[config.mk]
export PLATFORM = sky130hd
export DESIGN_NAME = vram_arbiter_flat
export DESIGN_NICKNAME = d
export VERILOG_FILES = /design/src/rtl/vram_arbiter_pkg.sv /design/src/rtl/vram_arbiter_if.sv /design/src/rtl/vram_arbiter.sv /design/src/flat_wrapper.sv
export SDC_FILE = /design/constraint.sdc
export NUM_CORES = 1
export LEC_CHECK = 0
export CAP_MARGIN = 20
export CORE_ASPECT_RATIO = 1.1
export CORE_MARGIN = 2
export CORE_UTILIZATION = 35
export DETAILED_ROUTE_END_ITERATION = 10
export GPL_TIMING_DRIVEN = 0
export PLACE_DENSITY = 0.77
export SLEW_MARGIN = 5
export SYNTH_ARGS = -nofsm -noshare
export SYNTH_HDL_FRONTEND = slang
export SYNTH_SLANG_ARGS = --single-unit
[constraint.sdc]
create_clock -name clk_pix -period 2.05 [get_ports clk_pix]
set_clock_uncertainty 0.05 [all_clocks]
set_input_delay 0.3075 -clock clk_pix [delete_from_list [all_inputs] [get_ports clk_pix]]
set_output_delay 0.3075 -clock clk_pix [all_outputs]
set_load 0.05 [all_outputs]
[src/rtl/vram_arbiter_pkg.sv]
`timescale 1ns/1ps
// Shared types and defaults for the screen RAM arbiter.
// The arbiter states and the video phase window check live here.
package vram_pkg;

   typedef enum logic [1:0] {
      IDLE  = 2'd0,
      ISSUE = 2'd1,
      DONE  = 2'd2
   } state_t;

   localparam int VID_FIRST_DEF     = 10;
   localparam int VID_LAST_DEF      = 14;
   localparam int SCREEN_PAGE_BYTES = 8192;

   function automatic logic in_vid_window(input logic [3:0] phase,
                                          input int         first,
                                          input int         last);
      return (int'(phase) >= first) && (int'(phase) <= last);
   endfunction

endpackage

[src/rtl/vram_arbiter_if.sv]
`timescale 1ns/1ps
// Z80-side request bus into the screen RAM arbiter.
// Handshake: cpu_req stays high with stable we/addr/wdata until the one-cycle cpu_ack; cpu_wait is high while the request is pending.
interface vram_arbiter_if #(
   parameter int DATA_W = 8,
   parameter int ADDR_W = 14
);
   logic              cpu_req;
   logic              cpu_we;
   logic [ADDR_W-1:0] cpu_addr;
   logic [DATA_W-1:0] cpu_wdata;
   logic [DATA_W-1:0] cpu_rdata;
   logic              cpu_ack;
   logic              cpu_wait;

   modport master (
      output cpu_req, cpu_we, cpu_addr, cpu_wdata,
      input  cpu_rdata, cpu_ack, cpu_wait
   );

   modport slave (
      input  cpu_req, cpu_we, cpu_addr, cpu_wdata,
      output cpu_rdata, cpu_ack, cpu_wait
   );

endinterface

[src/rtl/vram_arbiter.sv]
`timescale 1ns/1ps
// Screen RAM arbiter: video owns character phases VID_FIRST..VID_LAST,
// the Z80 side is served in the remaining phases through a wait/ack handshake.
module vram_arbiter
   import vram_pkg::*;
#(
   parameter int DATA_W     = 8,
   parameter int VID_ADDR_W = 13,
   parameter int VID_FIRST  = VID_FIRST_DEF,
   parameter int VID_LAST   = VID_LAST_DEF
) (
   input  logic                  clk_pix,
   input  logic                  reset,
   input  logic [3:0]            vid_phase,
   input  logic                  vid_page,
   input  logic [VID_ADDR_W-1:0] vid_addr,
   output logic [DATA_W-1:0]     vid_data,
   vram_arbiter_if.slave         cpu,
   output logic [VID_ADDR_W:0]   ram_addr,
   output logic                  ram_we,
   output logic [DATA_W-1:0]     ram_wdata,
   input  logic [DATA_W-1:0]     ram_q,
   output state_t                o_dbg_state
);

   state_t                r_state;
   state_t                w_state_nxt;
   logic                  r_we;
   logic [VID_ADDR_W:0]   r_addr;
   logic [DATA_W-1:0]     r_wdata;
   logic [DATA_W-1:0]     r_rdata;
   logic                  w_vid_win;
   logic                  w_cpu_slot;
   logic                  w_rd_done;

   assign w_vid_win  = in_vid_window(vid_phase, VID_FIRST, VID_LAST);
   // Reset gates the slot so a write pending in ISSUE never reaches the RAM.
   assign w_cpu_slot = (r_state == ISSUE) && !w_vid_win && !reset;
   assign w_rd_done  = (r_state == DONE) && !r_we;

   always_ff @(posedge clk_pix) begin
      if (reset) begin
         r_state <= IDLE;
         r_we    <= 1'b0;
         r_addr  <= '0;
         r_wdata <= '0;
         r_rdata <= '0;
      end else begin
         r_state <= w_state_nxt;
         if ((r_state == IDLE) && cpu.cpu_req) begin
            r_we    <= cpu.cpu_we;
            r_addr  <= cpu.cpu_addr;
            r_wdata <= cpu.cpu_wdata;
         end
         if (w_rd_done) begin
            r_rdata <= ram_q;
         end
      end
   end

   always_comb begin
      w_state_nxt = r_state;
      case (r_state)
         IDLE:    if (cpu.cpu_req) w_state_nxt = ISSUE;
         ISSUE:   if (!w_vid_win)  w_state_nxt = DONE;
         DONE:    w_state_nxt = IDLE;
         default: w_state_nxt = IDLE;
      endcase
   end

   assign ram_addr  = w_cpu_slot ? r_addr : {vid_page, vid_addr};
   assign ram_we    = w_cpu_slot && r_we;
   assign ram_wdata = r_wdata;

   // The synchronous RAM returns read data during DONE; it is passed through
   // for the ack cycle and held in r_rdata from then on.
   assign cpu.cpu_rdata = w_rd_done ? ram_q : r_rdata;
   assign cpu.cpu_ack   = (r_state == DONE) && !reset;
   assign cpu.cpu_wait  = !reset && (((r_state == IDLE) && cpu.cpu_req) || (r_state == ISSUE));

   assign vid_data    = ram_q;
   assign o_dbg_state = r_state;

endmodule
[src/flat_wrapper.sv]
// flat-port wrapper written by rule: the top's interface ports become plain ports
module vram_arbiter_flat import vram_pkg::*;
#(
   parameter int DATA_W     = 8,
   parameter int VID_ADDR_W = 13,
   parameter int VID_FIRST  = VID_FIRST_DEF,
   parameter int VID_LAST   = VID_LAST_DEF
)
  (clk_pix, reset, vid_phase, vid_page, vid_addr, vid_data, ram_addr, ram_we, ram_wdata, ram_q, o_dbg_state, cpu_cpu_req, cpu_cpu_we, cpu_cpu_addr, cpu_cpu_wdata, cpu_cpu_rdata, cpu_cpu_ack, cpu_cpu_wait);
  vram_arbiter_if #(.DATA_W(DATA_W)) cpu_i ();
  input  logic clk_pix;
  input  logic reset;
  input  logic [3:0] vid_phase;
  input  logic vid_page;
  input  logic [VID_ADDR_W-1:0] vid_addr;
  output logic [DATA_W-1:0] vid_data;
  output logic [VID_ADDR_W:0] ram_addr;
  output logic ram_we;
  output logic [DATA_W-1:0] ram_wdata;
  input  logic [DATA_W-1:0] ram_q;
  output state_t o_dbg_state;
  input wire logic [$bits(cpu_i.cpu_req)-1:0] cpu_cpu_req;
  input wire logic [$bits(cpu_i.cpu_we)-1:0] cpu_cpu_we;
  input wire logic [$bits(cpu_i.cpu_addr)-1:0] cpu_cpu_addr;
  input wire logic [$bits(cpu_i.cpu_wdata)-1:0] cpu_cpu_wdata;
  output wire logic [$bits(cpu_i.cpu_rdata)-1:0] cpu_cpu_rdata;
  output wire logic [$bits(cpu_i.cpu_ack)-1:0] cpu_cpu_ack;
  output wire logic [$bits(cpu_i.cpu_wait)-1:0] cpu_cpu_wait;
  assign cpu_i.cpu_req = cpu_cpu_req;
  assign cpu_i.cpu_we = cpu_cpu_we;
  assign cpu_i.cpu_addr = cpu_cpu_addr;
  assign cpu_i.cpu_wdata = cpu_cpu_wdata;
  assign cpu_cpu_rdata = cpu_i.cpu_rdata;
  assign cpu_cpu_ack = cpu_i.cpu_ack;
  assign cpu_cpu_wait = cpu_i.cpu_wait;
  vram_arbiter #(.DATA_W(DATA_W), .VID_ADDR_W(VID_ADDR_W), .VID_FIRST(VID_FIRST), .VID_LAST(VID_LAST)) u_core (.clk_pix(clk_pix), .reset(reset), .vid_phase(vid_phase), .vid_page(vid_page), .vid_addr(vid_addr), .vid_data(vid_data), .cpu(cpu_i), .ram_addr(ram_addr), .ram_we(ram_we), .ram_wdata(ram_wdata), .ram_q(ram_q), .o_dbg_state(o_dbg_state));
endmodule
* Word-level counts from Yosys, hierarchy flattened
Index checks and enable logic that the tools add are counted.
Word-level totals: bits in registers 33, word-level logic and storage cells 30
Operators by class: $lt $le $gt $ge 2, equal/unequal tests 4, multiplexer cells 5, reductions and logical operators 14
Operators with widths (count):
- $mux W14 | 1
- $logic_and A1 B1 Y1 | 8
- $mux W8 | 1
- $ge A4 B4 Y1 const B | 1
- $le A4 B4 Y1 const B | 1
- $mux W2 | 2
- $ne A2 B2 Y1 const B | 2
- $pmux W2 S2 | 1
- $logic_not A1 Y1 | 3
- $eq A2 B1 Y1 const B | 1
- $eq A2 B2 Y1 const B | 1
- $logic_not A2 Y1 | 1
- $reduce_and A2 Y1 | 1
- $logic_or A1 B1 Y1 | 1

* Longest topological paths before layout
Gate-level depths: netlist (run 1).
depth in word-level cells 6, gate-level depth with buffers 6

* Least setup slack after synthesis (run 1)
Ideal clock, no wire load.
path kind register to output, start point register u_core.r_state[0], in the netlist u_core.o_dbg_state[0], end point output ram_we, arrival 2.180 ns, data required time 1.692 ns, setup slack -0.487 ns, stages on the path, launching flop included 6, path through dfxtp_1 > or3b_1 > a21o_1 > buf_6 > buf_12 > nor2_1
Between the ends: longest elaborated chain between the ends 4
RTL lines:
- start: declaration | line vram_arbiter.sv:26 | state_t r_state;
- start signal: assignment | line vram_arbiter.sv:49 | r_state <= w_state_nxt;
- $eq A2 B1 Y1 | line vram_arbiter.sv:38 | assign w_cpu_slot = (r_state == ISSUE) && !w_vid_win && !reset;
- $logic_and A1 B1 Y1 (2 in series) | line vram_arbiter.sv:38
- $logic_and A1 B1 Y1 | line vram_arbiter.sv:72 | assign ram_we = w_cpu_slot && r_we;
- end: declaration | line flat_wrapper.sv:18 | output logic ram_we;
No other way between the ends.

* Final worst setup path (run 1)
start point register u_core.r_state[0], in the netlist u_core.o_dbg_state[0], end point output ram_addr[11]
Between the ends: longest elaborated chain between the ends 4
RTL lines:
- $eq A2 B1 Y1 | line vram_arbiter.sv:38
- $logic_and A1 B1 Y1 (2 in series) | line vram_arbiter.sv:38
- $mux W14 | line vram_arbiter.sv:71 | assign ram_addr = w_cpu_slot ? r_addr : {vid_page, vid_addr};
- end: declaration | line flat_wrapper.sv:17 | output logic [VID_ADDR_W:0] ram_addr;
No other way between the ends.

==> results of run 1 <==
[kinds of logic after synthesis]
kind of cell | synth area share
buffers and inverters | 0.0920
flip-flops | 0.433
multiplexers | 0.333
AND/OR/NAND/NOR | 0.127
AO/OA/AOI/OAI | 0.0140
[critical path, delay by kind of cell, from the launching register on]
family | cells | cell delay, ns
compound gates | 1 | 0.17
buf+inv | 3 | 0.44
flops | 1 | 0.34
mux | 1 | 0.30
simple gates | 1 | 0.37
[metal layers]
layer  share of wire  global-route usage  vias up
met3           0.091              0.0694        7
met2            0.51               0.293       60
met1            0.39               0.166      620
li1                -                   -      678
met5               0                   0        -
met4           0.012              0.0567        0
[final timing paths]
check,from,end,slack [ns]
max,u_core.o_dbg_state[0],ram_addr[11],-0.20
min reg2reg,u_core.r_addr[5],u_core.r_addr[5],0.44
min,reset,u_core.r_rdata[7],0.17
max reg2reg,u_core.o_dbg_state[1],u_core.r_addr[10],0.27
[sequential cells by signal (all words and copies together), names as in the netlist]
| name | count |
|---|---|
| u_core.r_addr | 14 |
| u_core.r_rdata | 8 |
| u_core.ram_wdata | 8 |
| u_core.o_dbg_state | 2 |
| u_core.r_we | 1 |
[metrics by stage]
stage	power, mW	std cells	hold WS (ns)	utilization	instance area [um^2]
4_1_cts	1.80	304	0.162	0.648	2760
3_5_place_dp	1.28	288	0.434	0.597	2540
5_1_grt	1.88	304	0.157	0.675	2870
3_3_place_gp	1.27	288	0.424	0.597	2540
6_report	1.79	304	0.174	0.675	2870
2_1_floorplan	1.06	141	0.404	-	1540
[cells in the final DEF (no fill, tap or decap), types with 2 or more instances in the layout]
cell / synthesis / final
buf_12: 1 / 2
buf_2: 3 / 3
buf_4: 8 / 15
buf_6: 2 / 11
buf_8: 0 / 14
clkbuf_1: 3 / 4
clkbuf_8: 0 / 6
clkdlybuf4s50_1: 0 / 60
dfxtp_1: 33 / 31
dfxtp_4: 0 / 2
dlygate4sd2_1: 0 / 2
dlymetal6s2s_1: 0 / 8
inv_1: 3 / 3
mux2_2: 14 / 6
mux2_4: 8 / 16
mux2i_1: 23 / 23
nor2_1: 25 / 24
nor2b_1: 8 / 8
[area by class of cell]
cell class                      instances  share of cell area
Buffer                                 17              0.0449
Clock buffer                            7              0.0301
Inverter                                3             0.00392
Multi-Input combinational cell         88               0.271
Sequential cell                        33               0.233
Tap cell                               54              0.0235
Timing Repair Buffer                  102               0.393
[what timing repair did]
item                       in CTS  in global routing
resized for setup             165                 33
pin swaps                       1                  1
setup endpoints to repair      25                 31
hold buffers                    0                  0
setup buffers                   8                  0
cloned                          1                  0
[where the power goes]
group	switching, mW	internal [mW]
logic	0.311	0.303
registers	0.0192	0.679
clock network	0.210	0.266
total	0.541	1.25
[synthesized netlist by cell type, drive strengths merged]
cell | instances | area (um^2)
dfxtp | 33 | 661
a21o | 1 | 7.51
nor2 | 25 | 93.8
mux2 | 22 | 278
or3b | 1 | 8.76
nor2b | 8 | 50.1
nor3 | 1 | 5.00
buf | 14 | 118
clkbuf | 3 | 11.3
inv | 3 | 11.3
mux2i | 23 | 230
o22ai | 1 | 6.26
nand2 | 1 | 3.75
nand3 | 1 | 5.00
nor3b | 3 | 27.5
o21a | 1 | 7.51
==> summary.txt, run 1 <==
Outcome
  • Status: finished with violations
  • Violated checks: negative setup slack

Floorplanning
  • Die Ht: 73.2 um
  • Die area: 0.00490 mm^2
  • Cell Rows: 25
  • Die X: around 67 um
  • Starting density of the core: 0.358
  • I/O pin count: 95
  • Placeable Area: 0.00425 mm^2

Global routing
  • Pin count of the biggest net entering global routing: 11
  • First-pass GRT wire length: 6050 um
  • GR Util All Layers: 0.162
  • Gr ovfl total: 0
  • Initial antenna violation count: 0
  • Vias in the first global route: approximately 1400

Setup path
  • Worst EP required: ~1.7 ns
  • Slowest cell on crit path: or3b_4
  • R2R cell count: 7
  • CP Cell Sequence: or3b_4 > a21o_1 > buf_6 > buf_12 > mux2_4 > buf_8
  • Worst stage delay on the critical path: roughly 0.37 ns
  • Worst setup SP type: flop
  • Crit path kind: reg -> out
  • Setup crit end kind: output pin
  • Crit-path max FO: 8
  • Worst endpoint data arrival time: 1.90 ns

Logic synthesis
  • Synth Register Bits: 33
  • Syn. warnings: 0
  • Cell Area, Synth: 0.00152 mm^2
  • Sequential element share of the synthesized area: 0.433
  • Syn Nets: 193
  • Yosys cell types: 21
  • Mapped Avg Cell Area: 10.8 um^2
  • Synthesized instance count: about 140

Timing
  • Final min period: approximately 2.3 ns
  • Setup-failing EPs final: 14
  • Slew Limit Fails: 0
  • Final Hold Vio Count: 0
  • Fmax: roughly 0.44 GHz
  • Setup TNS: -2.35 ns
  • Relative slew slack: 0.659
  • Unrepaired setup endpoints after global routing: yes
  • Worst Tran Pin Value: ~0.51 ns
  • PnR worst setup slack: -0.204 ns
  • Crit share post-route: 1.10

Power and ir drop
  • Pleak: approximately 1.3 nW
  • IR Drop Worst-Case VDD: 0.000353 V
  • Pwr/cell area: ~620 mW/mm^2

Clocking
  • TritonCTS clock tree: yes
  • Clk Latency, worst-skew pair: around 0.27 ns
  • Clock sink count: 33
  • Reg clk slew, reported paths: approximately 0.060 ns
  • CTS H-tree depth: 2
  • Clock root buffer: clkbuf_8
  • Num CTS Buffers: 5
  • Clock Tree Buf Depth: 2

Layout
  • N_diodes: 0
  • Area Growth Syn to Fin: 88.4%
  • Fillers: 342
  • Register area: between 600 and 700 um^2
  • Final net count: about 300
  • Multi-input gate area: about 780 um^2
  • Share of layout cells above drive strength 1: 0.324

Routing
  • DR vias: ~1400
  • Drt initial violations: 47
  • DR DRC count: 0
  • Post-Route WL: approximately 3800 um
  • Post-route ant nets: 0
  • 1st-pass router iterations: 4
  • Drt via density: approximately 4.5
  • Wire length per cell: ~13 um

Run
  • Max Cap Viol: 0

Placed design
  • Placer congestion estimate: 0.691
  • DP Worst Slack: -0.716 ns
  • I/O Buffers: slightly above 90
  • Hpwl dp: roughly 2700 um

Hold path
  • Worst hold path type: in -> reg
  • Hold Path Depth: 2
(Power assumes the default switching activity.)
==> run 2: changes to the inputs <==
--- a/config.mk
+++ b/config.mk
@@ -12,6 +12,7 @@
 export DETAILED_ROUTE_END_ITERATION = 10
 export GPL_TIMING_DRIVEN = 0
 export PLACE_DENSITY = 0.77
+export SKIP_CTS_REPAIR_TIMING = 1
 export SLEW_MARGIN = 5
 export SYNTH_ARGS = -nofsm -noshare
 export SYNTH_HDL_FRONTEND = slang
==> summary.txt, run 2 (synthesis gave the netlist of run 1 again) <==
Setup path
  • Crit path kind: reg -> out
  • Crit-path max FO: 8
  • Setup crit end kind: output pin
  • Worst EP required: 1.69 ns
  • Setup crit start: u_core.o_dbg_state[1]
  • Worst endpoint data arrival time: slightly below 2 ns
  • Worst R2R Start: u_core.o_dbg_state[0]
  • Worst setup SP type: flop

Floorplanning
  • Die Ht: around 73 um
  • Placeable Area: around 0.0043 mm^2
  • Cell Rows: 25
  • Die X: around 67 um
  • Starting density of the core: 0.358
  • I/O pin count: 95
  • Die area: just under 0.005 mm^2

Routing
  • Post-route ant nets: 0
  • 1st-pass router iterations: 4
  • DR DRC count: 0
  • Post-Route WL: about 3800 um
  • Drt initial violations: 24
  • Drt via density: roughly 4.5
  • Wire length per cell: roughly 12 um
  • DR vias: ~1400

Clocking
  • Clock Tree Buf Depth: 2
  • TritonCTS clock tree: yes
  • CTS H-tree depth: 2
  • Clk Latency, worst-skew pair: around 0.27 ns
  • Num CTS Buffers: 5
  • Clock sink count: 33
  • Clock root buffer: clkbuf_8
  • Reg clk slew, reported paths: approximately 0.060 ns

Layout
  • Final net count: around 310
  • N_diodes: 0
  • Most frequent cells in the layout: clkdlybuf4s50_1 (61), dfxtp_1 (31), nor2_1 (24)
  • Fillers: roughly 340
  • Post-route cell area: about 0.0029 mm^2
  • Top reg by flops: u_core.r_addr
  • Most common cell after layout, fill and taps aside: clkdlybuf4s50_1
  • Area Growth Syn to Fin: 88.8%
  • Largest register FFs: 14
  • Share of layout cells above drive strength 1: 0.335

Global routing
  • Gr ovfl total: 0
  • GR Layer Usage met1: 0.166
  • GR Util All Layers: 0.155
  • First-pass GRT wire length: between 5000 and 6000 um
  • Met3 Usage GRT: 0.0694
  • Busiest grt layer: met2
  • Initial antenna violation count: 0
  • Vias in the first global route: 1306
  • Met2 usage: 0.271
  • Pin count of the biggest net entering global routing: 11

Placed design
  • Placer congestion estimate: between 0.6 and 0.7
  • Post-DP Area: around 0.0025 mm^2
  • Hpwl dp: around 2700 um
  • I/O Buffers: 93

Outcome
  • Violated checks: negative setup slack
  • Status: finished with violations

Timing
  • Slew Limit Fails: 0
  • Crit share post-route: 1.12
  • Unrepaired setup endpoints after global routing: yes
  • Final min period: around 2.3 ns
  • PnR worst setup slack: -0.236 ns
  • Worst Tran Pin Value: between 0.5 and 0.6 ns
  • Setup-failing EPs final: 16
  • Relative slew slack: 0.656
  • Fmax: 0.437 GHz
  • Final Hold Vio Count: 0

Power and ir drop
  • Tot Pwr: ~1.8 mW
  • IR Drop Worst-Case VDD: 0.000336 V
  • Pleak: between 1 and 1.5 nW
  • Pwr/cell area: 623 mW/mm^2

Hold path
  • Worst hold path type: in -> reg
  • Hold Startpoint: reset

Run
  • Max Cap Viol: 0
run 2: cell count changes in the layout (fill, tap and decap cells not counted), sizes merged:
cell	change
dlygate4sd2	-2
clkbuf	+1
buf	+3
dlymetal6s2s	+1
clkdlybuf4s50	+1
run 2: final cells by class:
type	count	area, um^2	share of cell area
clock buffer	7	86.3	0.0300
timing repair buffer	106	1140	0.397
tap	54	67.6	0.0235
multi-input combinational	88	772	0.268
inverter	3	11.3	0.00391
buffer	17	129	0.0448
sequential	33	668	0.232
run 2: through the flow:
step / hold WS (ns) / setup TNS (ns) / setup slack, ns / util / cells
2_1_floorplan: 0.404 / 0 / 0.0189 / - / 141
3_3_place_gp: 0.424 / -12.35 / -0.680 / 0.597 / 288
3_5_place_dp: 0.434 / -12.62 / -0.716 / 0.597 / 288
4_1_cts: 0.161 / -16.93 / -0.831 / 0.617 / 295
5_1_grt: 0.157 / -4.15 / -0.290 / 0.676 / 308
6_report: 0.171 / -3.18 / -0.236 / 0.676 / 308
run 2: power by group:
| group | leakage (nW) | total [mW] | switching, mW | internal, mW |
|---|---|---|---|---|
| clock | 0.0443 | 0.477 | 0.211 | 0.266 |
| sequential | 0.272 | 0.699 | 0.0200 | 0.679 |
| combinational | 1.06 | 0.615 | 0.310 | 0.305 |
| total | 1.37 | 1.79 | 0.541 | 1.25 |
run 2: worst max-delay path: stages, from the launching register on:
cell       delay [ns]
dfxtp_4          0.36
or3b_4           0.37
a21o_1           0.17
buf_6            0.14
clkbuf_16        0.16
mux2_4           0.30
buf_8            0.15
run 2: worst paths after layout:
| path | slack, ns | cells past startpoint | endpoint |
|---|---|---|---|
| min | 0.17 | 2 | u_core.r_rdata[7] |
| max | -0.24 | 6 | ram_addr[8] |
| max reg2reg | 0.37 | 6 | u_core.r_addr[0] |
| min reg2reg | 0.44 | 2 | u_core.r_addr[5] |
run 2: routing by layer:
metal,wire [um],part of all wire
met1,1510,0.40
met3,370,0.098
met5,0,0
met2,1890,0.50
met4,24,0.0063
==> run 3: changes to the inputs <==
--- a/config.mk
+++ b/config.mk
@@ -5,13 +5,12 @@
 export SDC_FILE = /design/constraint.sdc
 export NUM_CORES = 1
 export LEC_CHECK = 0
-export CAP_MARGIN = 20
 export CORE_ASPECT_RATIO = 1.1
 export CORE_MARGIN = 2
-export CORE_UTILIZATION = 35
+export CORE_UTILIZATION = 36
 export DETAILED_ROUTE_END_ITERATION = 10
 export GPL_TIMING_DRIVEN = 0
-export PLACE_DENSITY = 0.77
+export PLACE_DENSITY = 0.79
 export SKIP_CTS_REPAIR_TIMING = 1
 export SLEW_MARGIN = 5
 export SYNTH_ARGS = -nofsm -noshare
==> summary.txt, run 3 (synthesis gave the netlist of run 1 again) <==
Timing
  • Setup-failing EPs final: 16
  • Final min period: between 2 and 2.5 ns
  • Final Hold Vio Count: 0
  • Relative slew slack: 0.655
  • Worst Tran Pin Value: roughly 0.52 ns
  • Unrepaired setup endpoints after global routing: yes
  • PnR worst setup slack: -0.235 ns
  • Crit share post-route: 1.11
  • Slew Limit Fails: 0
  • Fmax: approximately 0.44 GHz

Clocking
  • Clock Tree Buf Depth: 2
  • Reg clk slew, reported paths: roughly 0.060 ns
  • CTS H-tree depth: 2
  • Clock sink count: 33
  • Clock root buffer: clkbuf_8
  • Clk Latency, worst-skew pair: 0.27 ns
  • Num CTS Buffers: 5
  • TritonCTS clock tree: yes

Setup path
  • Crit path kind: reg -> out
  • Crit path max-delay family: buffers and inverters
  • Worst stage delay on the critical path: 0.37 ns
  • Slowest cell on crit path: or3b_4
  • Worst setup SP type: flop
  • Setup crit end kind: output pin
  • CP bufs+invs: 3
  • Worst EP required: around 1.7 ns
  • Crit-path max FO: 6
  • Worst endpoint data arrival time: roughly 1.9 ns
  • CP Cell Sequence: or3b_4 > a21o_1 > buf_6 > clkbuf_16 > mux2_4 > buf_8

Layout
  • Area Growth Syn to Fin: 85.2%
  • Post-route cell area: approximately 0.0028 mm^2
  • N_diodes: 0
  • Top reg by flops: u_core.r_addr
  • Most frequent cells in the layout: clkdlybuf4s50_1 (60), dfxtp_1 (31), nor2_1 (24)
  • Fillers: 323
  • Final net count: approximately 300
  • Share of layout cells above drive strength 1: 0.324
  • Largest register FFs: 14
  • Count of non-filler cells in the finished layout: 302
  • Most common cell after layout, fill and taps aside: clkdlybuf4s50_1

Routing
  • Drt initial violations: 35
  • Drt via density: between 4 and 5
  • DR vias: ~1400
  • Post-Route WL: 3790 um
  • 1st-pass router iterations: 4
  • Wire length per cell: 12.5 um
  • Post-route ant nets: 0
  • DR DRC count: 0

Power and ir drop
  • Pwr/cell area: around 630 mW/mm^2
  • IR Drop Worst-Case VDD: 0.000409 V
  • Pleak: about 1.3 nW

Hold path
  • Worst hold path type: in -> reg

Placed design
  • Hpwl dp: ~2700 um
  • Post-DP Area: roughly 0.0025 mm^2
  • DP Worst Slack: -0.701 ns
  • I/O Buffers: 93
  • Placer congestion estimate: 0.663
  • Placed cells: between 200 and 300

Run
  • Max Cap Viol: 0

Floorplanning
  • I/O pin count: between 90 and 100
  • Die Ht: just over 70 um
  • Placeable Area: 0.00402 mm^2
  • Starting density of the core: 0.379
  • Die X: roughly 66 um
  • Die area: between 0.004 and 0.005 mm^2
  • Cell Rows: 24

Global routing
  • Vias in the first global route: 1295
  • First-pass GRT wire length: roughly 5700 um
  • Gr ovfl total: 0
  • Initial antenna violation count: 0
  • GR Util All Layers: 0.152
  • Pin count of the biggest net entering global routing: 11

Outcome
  • Status: finished with violations
  • Violated checks: negative setup slack
==> run 3: cell types whose count changed in the layout (fill, tap and decap cells not counted) <==
| cell | change |
|---|---|
| mux2_2 | +3 |
| mux2_4 | -3 |
| buf_12 | +1 |
| clkdlybuf4s50_1 | -1 |
| buf_8 | -3 |
| dlymetal6s2s_1 | +1 |
| buf_4 | -1 |
| buf_6 | -1 |
==> run 3: worst paths after layout <==
path                          from                  end  slack (ns)  cells past startpoint
max          u_core.o_dbg_state[1]          ram_addr[4]       -0.24                      6
min                          reset    u_core.r_rdata[1]        0.16                      2
max reg2reg  u_core.o_dbg_state[1]     u_core.r_addr[2]        0.46                      5
min reg2reg    u_core.ram_wdata[1]  u_core.ram_wdata[1]        0.44                      2
==> run 3: layout make-up <==
type | instances | area (um^2) | area share
multi-input combinational | 88 | 761 | 0.270
clock buffer | 7 | 86.3 | 0.0306
tap | 52 | 65.1 | 0.0230
sequential | 33 | 668 | 0.237
timing repair buffer | 102 | 1100 | 0.391
inverter | 3 | 11.3 | 0.00399
buffer | 17 | 129 | 0.0457
==> run 3: power by group <==
group          switching (mW)  internal (mW)
combinational           0.307          0.295
sequential             0.0202          0.679
clock                   0.214          0.266
==> run 3: worst reg2reg max path, cell delays in order (launching register included) <==
cell and delay, ns:
dfxtp_4 0.36, nor3b_1 0.21, buf_2 0.24, buf_2 0.33, mux2i_1 0.24, nor2_1 0.05
==> run 3: metal layers <==
metal  global-route usage  part of all wire  vias to the layer above
li1                     -                 -                      678
met1                0.176              0.38                      618
met2                0.257              0.50                       62
met3               0.0543             0.095                       10
met4               0.0590             0.019                        0
met5                    0                 0                        -
==> run 3: per-stage QoR <==
stage | hold slack, ns | TNS [ns] | total power, mW | util
2_1_floorplan | 0.404 | 0 | 1.06 | -
3_3_place_gp | 0.423 | -12.33 | 1.27 | 0.631
3_5_place_dp | 0.432 | -12.60 | 1.28 | 0.631
4_1_cts | 0.157 | -16.70 | 1.76 | 0.652
5_1_grt | 0.164 | -3.80 | 1.86 | 0.701
6_report | 0.165 | -2.97 | 1.78 | 0.701
